--- src/rtl/pipe_sched_pkg.sv ---
// Shared definitions for the pipelined-adder scheduler.
//   ADD_LAT   : adder pipeline depth (req -> vld)
//   ADD_W     : adder operand/result width
//   TAG_MAX_W : tag field width carried in the shadow pipeline (covers N <= 8)
//   tag_w()   : tag width needed to index N requesters
//   tag_stage_t : one stage of the shadow tag pipeline
package pipe_sched_pkg;
    localparam int ADD_LAT   = 3;
    localparam int ADD_W     = 32;
    localparam int TAG_MAX_W = 3;

    function automatic int tag_w(input int n);
        return (n < 2) ? 1 : $clog2(n);
    endfunction

    typedef struct packed {
        logic                 valid;
        logic [TAG_MAX_W-1:0] tag;
    } tag_stage_t;
endpackage

--- src/rtl/rr_arbiter.sv ---
// Round-robin arbiter: one-hot grant on the first requester at or above the
// pointer (wrapping); the pointer moves past the winner whenever a grant is given.
//   clk, reset    : clock, async active-high reset (pointer -> 0)
//   en_i          : grant enable; no grant and no pointer move when low
//   req_i[N]      : requests
//   gnt_o[N]      : one-hot grant
//   gnt_idx_o[TW] : index of the granted requester (0 when no grant)
module rr_arbiter
    import pipe_sched_pkg::*;
#(
    parameter int N  = 4,
    parameter int TW = tag_w(N)
) (
    input  logic          clk,
    input  logic          reset,
    input  logic          en_i,
    input  logic [N-1:0]  req_i,
    output logic [N-1:0]  gnt_o,
    output logic [TW-1:0] gnt_idx_o
);
    logic [TW-1:0] ptr_q, ptr_d;
    logic [TW-1:0] idx;
    logic          found;
    int            j;

    always_comb begin
        gnt_o     = '0;
        gnt_idx_o = '0;
        ptr_d     = ptr_q;
        found     = 1'b0;
        idx       = '0;
        j         = 0;
        if (en_i) begin
            for (int k = 0; k < N; k++) begin
                j = int'(ptr_q) + k;
                if (j >= N) j = j - N;
                idx = TW'(j);
                if (!found && req_i[idx]) begin
                    found      = 1'b1;
                    gnt_o[idx] = 1'b1;
                    gnt_idx_o  = idx;
                    ptr_d      = (idx == TW'(N-1)) ? '0 : idx + 1'b1;
                end
            end
        end
    end

    always_ff @(posedge clk or posedge reset) begin
        if (reset) ptr_q <= '0;
        else       ptr_q <= ptr_d;
    end
endmodule

--- src/rtl/pipe_adder_sched.sv ---
// Shares one LAT-stage pipelined adder between N requesters. Each cycle a
// round-robin winner is issued to the adder; its index rides a shadow tag
// pipeline so the returning sum lands in that requester's result register.
//   clk, reset          : clock, async active-high reset
//   in_vld/in_rdy[N]    : operation handshake (in_rdy one-hot grant)
//   in_x_0/in_x_1[N*W]  : packed operands, requester i at [i*W +: W]
//   out_vld/out_rdy[N]  : result handshake; out_data[N*W] packed results
//   abort[N]            : one-cycle pulse for ops dropped by flush
//   stall, flush        : global pipeline freeze / kill (flush wins)
//   add_*               : connection to the shared adder
module pipe_adder_sched
    import pipe_sched_pkg::*;
#(
    parameter int N   = 4,
    parameter int W   = ADD_W,
    parameter int LAT = ADD_LAT
) (
    input  logic           clk,
    input  logic           reset,
    input  logic [N-1:0]   in_vld,
    input  logic [N*W-1:0] in_x_0,
    input  logic [N*W-1:0] in_x_1,
    output logic [N-1:0]   in_rdy,
    output logic [N-1:0]   out_vld,
    output logic [N*W-1:0] out_data,
    input  logic [N-1:0]   out_rdy,
    output logic [N-1:0]   abort,
    input  logic           stall,
    input  logic           flush,
    output logic           add_req,
    output logic [W-1:0]   add_x_0,
    output logic [W-1:0]   add_x_1,
    output logic           add_stall,
    output logic           add_flush,
    input  logic [W-1:0]   add_result,
    input  logic           add_vld
);
    localparam int TW = tag_w(N);

    logic [N-1:0][W-1:0] x0_v, x1_v, out_data_q, out_data_d;
    logic [N-1:0]        inflight_q, inflight_d, out_vld_q, out_vld_d;
    logic [N-1:0]        abort_q, abort_d, busy, elig, gnt;
    logic [TW-1:0]       g;
    tag_stage_t [LAT-1:0] tag_q, tag_d;
    logic                ret;

    assign x0_v = in_x_0;
    assign x1_v = in_x_1;

    // One op outstanding per requester: busy until its result is consumed.
    assign busy = inflight_q | out_vld_q;
    assign elig = in_vld & ~busy;

    // Reset gates the grant so in_rdy reads 0 while reset is held.
    rr_arbiter #(.N(N), .TW(TW)) u_arb (
        .clk      (clk),
        .reset    (reset),
        .en_i     (~stall & ~flush & ~reset),
        .req_i    (elig),
        .gnt_o    (gnt),
        .gnt_idx_o(g)
    );

    assign in_rdy    = gnt;
    assign add_req   = |gnt;
    assign add_x_0   = add_req ? x0_v[g] : '0;
    assign add_x_1   = add_req ? x1_v[g] : '0;
    assign add_stall = stall;
    assign add_flush = flush;

    // The adder holds vld while stalled, so only unstalled returns count;
    // a return coinciding with flush is dropped and reported via abort.
    assign ret = ~stall & ~flush & add_vld & tag_q[LAT-1].valid;

    always_comb begin
        tag_d      = tag_q;
        inflight_d = inflight_q;
        out_vld_d  = out_vld_q & ~out_rdy;
        out_data_d = out_data_q;
        abort_d    = '0;
        if (flush) begin
            tag_d      = '0;
            inflight_d = '0;
            abort_d    = inflight_q;
        end else if (!stall) begin
            for (int s = LAT-1; s > 0; s--) tag_d[s] = tag_q[s-1];
            tag_d[0].valid = add_req;
            tag_d[0].tag   = TAG_MAX_W'(g);
            for (int i = 0; i < N; i++) begin
                if (ret && tag_q[LAT-1].tag == TAG_MAX_W'(i)) begin
                    out_vld_d[i]  = 1'b1;
                    out_data_d[i] = add_result;
                    inflight_d[i] = 1'b0;
                end
            end
            if (add_req) inflight_d[g] = 1'b1;
        end
    end

    always_ff @(posedge clk or posedge reset) begin
        if (reset) begin
            tag_q      <= '0;
            inflight_q <= '0;
            out_vld_q  <= '0;
            out_data_q <= '0;
            abort_q    <= '0;
        end else begin
            tag_q      <= tag_d;
            inflight_q <= inflight_d;
            out_vld_q  <= out_vld_d;
            out_data_q <= out_data_d;
            abort_q    <= abort_d;
        end
    end

    assign out_vld  = out_vld_q;
    assign out_data = out_data_q;
    assign abort    = abort_q;

    // A result with no matching tag means the adder and shadow pipe disagree.
    a_ret_has_tag: assert property (@(posedge clk) disable iff (reset)
        (add_vld && !stall) |-> tag_q[LAT-1].valid);
endmodule

--- config.mk ---
export PLATFORM = sky130hd
export DESIGN_NAME = pipe_adder_sched
export DESIGN_NICKNAME = d
export VERILOG_FILES = /design/src/rtl/pipe_sched_pkg.sv /design/src/rtl/rr_arbiter.sv /design/src/rtl/pipe_adder_sched.sv
export SDC_FILE = /design/constraint.sdc
export NUM_CORES = 1
export LEC_CHECK = 0
export CORE_AREA = 5 5 197 199
export DETAILED_ROUTE_END_ITERATION = 7
export DIE_AREA = 0 0 202 204
export GPL_ROUTABILITY_DRIVEN = 1
export MAX_ROUTING_LAYER = met4
export PLACE_DENSITY = 0.63
export REMOVE_ABC_BUFFERS = 1
export SYNTH_ARGS = -nofsm -noshare
export SYNTH_HDL_FRONTEND = slang
export SYNTH_SLANG_ARGS = --single-unit
--- constraint.sdc ---
create_clock -name clk -period 21.5 [get_ports clk]
set_input_delay 4.3 -clock clk [delete_from_list [all_inputs] [get_ports clk]]
set_output_delay 4.3 -clock clk [all_outputs]
set_load 0.03 [all_outputs]
==> impl_metrics.env <==
export IMPL_run_status="finished clean"
export IMPL_finish_net_count=1462
export IMPL_critical_path_required_time_ps=17200
export IMPL_wirelength_um=36600
export IMPL_globalRouteMet3Util_pct=5.59
export IMPL_combined_global_route_utilization_of_all_metal_layers_pct=17.4
export IMPL_timing_final_hold_violations=0
export IMPL_synth_edff_count=0
export IMPL_effective_utilization_at_floorplan_pct=22.2
export IMPL_worst_path_slowest_cell="sky130_fd_sc_hd__buf_4"
export IMPL_clk_pin_slew_ps=60
export IMPL_min_period_ps=13690
export IMPL_cp_max_fanout=66
export IMPL_switchingPower_uw=469
export IMPL_power_sequential_fraction_pct=27.1
export IMPL_ys_dominant_reg_cell="sky130_fd_sc_hd__dfrtp_1"
export IMPL_pin_count=508
export IMPL_synthesis_area_per_instance_um2=12.0
export IMPL_die_width_um=202
export IMPL_yosys_warnings=0
export IMPL_crit_chain="clkdlybuf4s50_1, nor3b_2, mux4_2, nor2_1, a2bb2oi_4, buf_4, nand2b_4, buf_4, mux2i_1, a211oi_1, clkdlybuf4s50_1"
export IMPL_remaining_drc_errors=0
export IMPL_power_combinational_fraction_pct=46.2
export IMPL_buffer_ports_inserted=507
export IMPL_timing_worst_setup_path_type="in2out"
export IMPL_fmax_mhz=73.1
export IMPL_detail_route_wl_per_cell_um=22.2
export IMPL_critical_path_max_stage_delay_ps=770
export IMPL_tritoncts="built"
export IMPL_slew_headroom_pct=22.6
export IMPL_synth_cells=684
export IMPL_detailedPlacementHpwl_um=27800
export IMPL_placement_rows=71
export IMPL_insertion_delay_ps=430
export IMPL_data_arrival_time_of_the_critical_path_ps=9390
export IMPL_use_met2_pct=27.1
export IMPL_post_cts_resize_count=0
export IMPL_dr_first_iter_drc_count=549
export IMPL_leakagePower_nw=6.39
export IMPL_post_route_cells_drive_above_1_share_pct=16.2
export IMPL_report_final_setup_viol=0
export IMPL_dieHeight_um=204
export IMPL_clockPowerShare_pct=26.7
export IMPL_post_cts_buffers=0
export IMPL_areal_power_density_over_the_cells_nw_per_um2=80.9
export IMPL_worst_setup_path_start_kind="primary input"
export IMPL_ctsHtreeMaxLevel=4
export IMPL_report_final_slew_viol_count=0
export IMPL_numClockSinks=151
export IMPL_antenna_violating_nets_post_route=0
export IMPL_holdBufCountCts=0
export IMPL_internal_power_uw=690
export IMPL_final_min_period_over_clock_period_pct=63.7
export IMPL_grt_overflow_total=0
export IMPL_detailroute_via_count=7882
export IMPL_detailed_place_area_um2=13700
export IMPL_groute_layer_met1_usage_pct=21.9
export IMPL_async_reset_ff_share_pct=100
export IMPL_seq_area_frac_synth_pct=46.0
export IMPL_ys_ff_latch=151
export IMPL_worst_clock_skew_ps=7.07
export IMPL_worst_hold_path_type="reg2reg"
export IMPL_switching_share_pct=40.5
export IMPL_yosys_cell_types_count=48
export IMPL_max_cap_violations=0
export IMPL_grt_pass1_vias=8288
export IMPL_design_core_area_um2=37000
export IMPL_rsz0062_at_grt="no"
export IMPL_finalCoreUtilization_pct=38.7
export IMPL_syn2layout_area_growth_pct=74.2
export IMPL_cts_root_buffer="sky130_fd_sc_hd__clkbuf_16"
export IMPL_die_area_um2=41200
export IMPL_gp_congestion=0.909
export IMPL_final_design_area_no_fill_um2=14300
export IMPL_detailedRoute_firstPassIterationCount=5
export IMPL_clock_tree_buffer_depth=2
export IMPL_power_ir_vdd_worst_uv=68.1
export IMPL_mappedNetlistArea_um2=8220
export IMPL_numCtsBuffers=17
export IMPL_grt_busiest_layer="met2"
export IMPL_grt_max_degree=90
export IMPL_timing_critical_path_to_type="output port"
export IMPL_grt_antenna_before_repair=8
export IMPL_tightest_slew_ps=1150
export IMPL_totalNegativeSetupSlack_ps=0
export IMPL_grt_pass1_wl_um=53700
export IMPL_post_drt_via_cell_ratio=4.78
[sequential cells by signal, indices dropped and copies added, names as in the netlist]
signal	flops
abort	4
u_arb.ptr_q	2
tag_q	9
out_vld	4
out_data	128
inflight_q	4
[power by group through the flow]
stage          combinational [mW]  clock (mW)  sequential, mW
6_report                    0.535       0.310           0.314
5_1_grt                     0.563       0.331           0.316
3_5_place_dp                0.533           0           0.319
4_1_cts                     0.535       0.318           0.313
3_3_place_gp                0.531           0           0.318
2_1_floorplan               0.270           0           0.337
[final cells by class]
class,count,area (um^2)
fill,3621,22700
timing repair buffer,517,5150
multi-input combinational,452,4120
sequential,151,3780
tap,474,593
clock buffer,18,439
clock inverter,14,163
inverter,14,57.6
antenna,8,20.0
[per-layer routing]
metal	wire, um	part of all wire (%)	vias to the layer above
li1	-	-	3600
met1	15400	42	3890
met2	17500	48	349
met3	3020	8.2	43
met4	641	1.7	0
met5	0	0	-
[worst max-delay path: cells and delay by family]
kind	cells	cell delay (ps)
muxes	2	890
AOI/OAI and AO/OA	2	490
buffers and inverters	4	2580
and+or+nand+nor	3	1060
[path summary, 6_finish.rpt]
kind / start / slack (ps) / to / cells past startpoint
worst max-delay path: in_vld[0] / 7810 / add_x_1[19] / 11
worst min-delay path: tag_q[3] / 490 / tag_q[3] / 2
worst max register to register: u_arb.ptr_q[0] / 17140 / inflight_q[3] / 10
worst min register to register: tag_q[3] / 490 / tag_q[3] / 2
max in group asynchronous: reset / 15720 / out_data[113] / 3
min in group asynchronous: reset / 4420 / abort[2] / 2
[Yosys cell counts, types with 2 or more instances]
library cell / number / area share (%)
sky130_fd_sc_hd__nor2b_1: 4 / 0.30
sky130_fd_sc_hd__and2_1: 4 / 0.30
sky130_fd_sc_hd__a211oi_1: 64 / 5.8
sky130_fd_sc_hd__ha_1: 8 / 1.2
sky130_fd_sc_hd__o21ai_0: 4 / 0.24
sky130_fd_sc_hd__dfrtp_1: 151 / 46
sky130_fd_sc_hd__o21ai_1: 3 / 0.18
sky130_fd_sc_hd__nor3b_1: 2 / 0.18
sky130_fd_sc_hd__nand3b_1: 2 / 0.18
sky130_fd_sc_hd__mux2_2: 128 / 18
sky130_fd_sc_hd__a22oi_1: 2 / 0.18
sky130_fd_sc_hd__nor3b_2: 2 / 0.30
sky130_fd_sc_hd__mux2i_1: 71 / 8.6
sky130_fd_sc_hd__o31ai_1: 4 / 0.37
sky130_fd_sc_hd__nor2_1: 23 / 1.1
sky130_fd_sc_hd__nand2b_1: 4 / 0.30
sky130_fd_sc_hd__mux4_2: 4 / 1.1
sky130_fd_sc_hd__buf_4: 4 / 0.37
sky130_fd_sc_hd__buf_1: 6 / 0.27
sky130_fd_sc_hd__a221oi_1: 64 / 6.8
sky130_fd_sc_hd__inv_1: 12 / 0.55
sky130_fd_sc_hd__a21oi_1: 5 / 0.30
sky130_fd_sc_hd__or3b_1: 4 / 0.43
sky130_fd_sc_hd__o32ai_1: 2 / 0.21
sky130_fd_sc_hd__buf_6: 4 / 0.55
sky130_fd_sc_hd__a221o_1: 4 / 0.49
sky130_fd_sc_hd__buf_2: 19 / 1.2
sky130_fd_sc_hd__and3_1: 4 / 0.30
sky130_fd_sc_hd__clkbuf_1: 34 / 1.6
sky130_fd_sc_hd__inv_2: 2 / 0.091
sky130_fd_sc_hd__nor3_1: 4 / 0.24
sky130_fd_sc_hd__nand2_1: 17 / 0.78
sky130_fd_sc_hd__a32oi_1: 4 / 0.43
[cell usage in the layout (no fill, tap or decap), drive strengths merged, types with 5 or more instances in the layout]
cell           Yosys  layout
clkdlybuf4s50      0     507
dfrtp            151     151
mux2             128     128
mux2i             71      71
a221oi            64      64
a211oi            64      64
nor2              23      23
inv               14      21
clkbuf            34      18
nand2             17      17
buf               33      10
diode              0       8
ha                 8       8
o21ai              7       7
a21oi              5       5
[metrics by stage]
stage	total power, mW	hold WS, ps	setup slack, ps	instances
floorplan	0.607	446	5860	617
global placement	0.850	464	7850	1608
detailed placement	0.852	472	7860	1608
CTS	1.17	489	7850	1640
global route	1.21	515	7590	1648
finish	1.16	492	7810	1648
[kinds of logic (layout without fill, tap and decap cells)]
group | count (synthesis) | count (layout) | synth area share (%)
multiplexers | 203 | 203 | 27.3
adder cells (fa/ha/maj) | 8 | 8 | 1.22
other | 0 | 8 | 0
flip-flops | 151 | 151 | 46.0
AO/OA/AOI/OAI | 166 | 166 | 16.2
AND/OR/NAND/NOR | 75 | 75 | 4.83
buffers and inverters | 81 | 563 | 4.54
(Power assumes the default switching activity.)
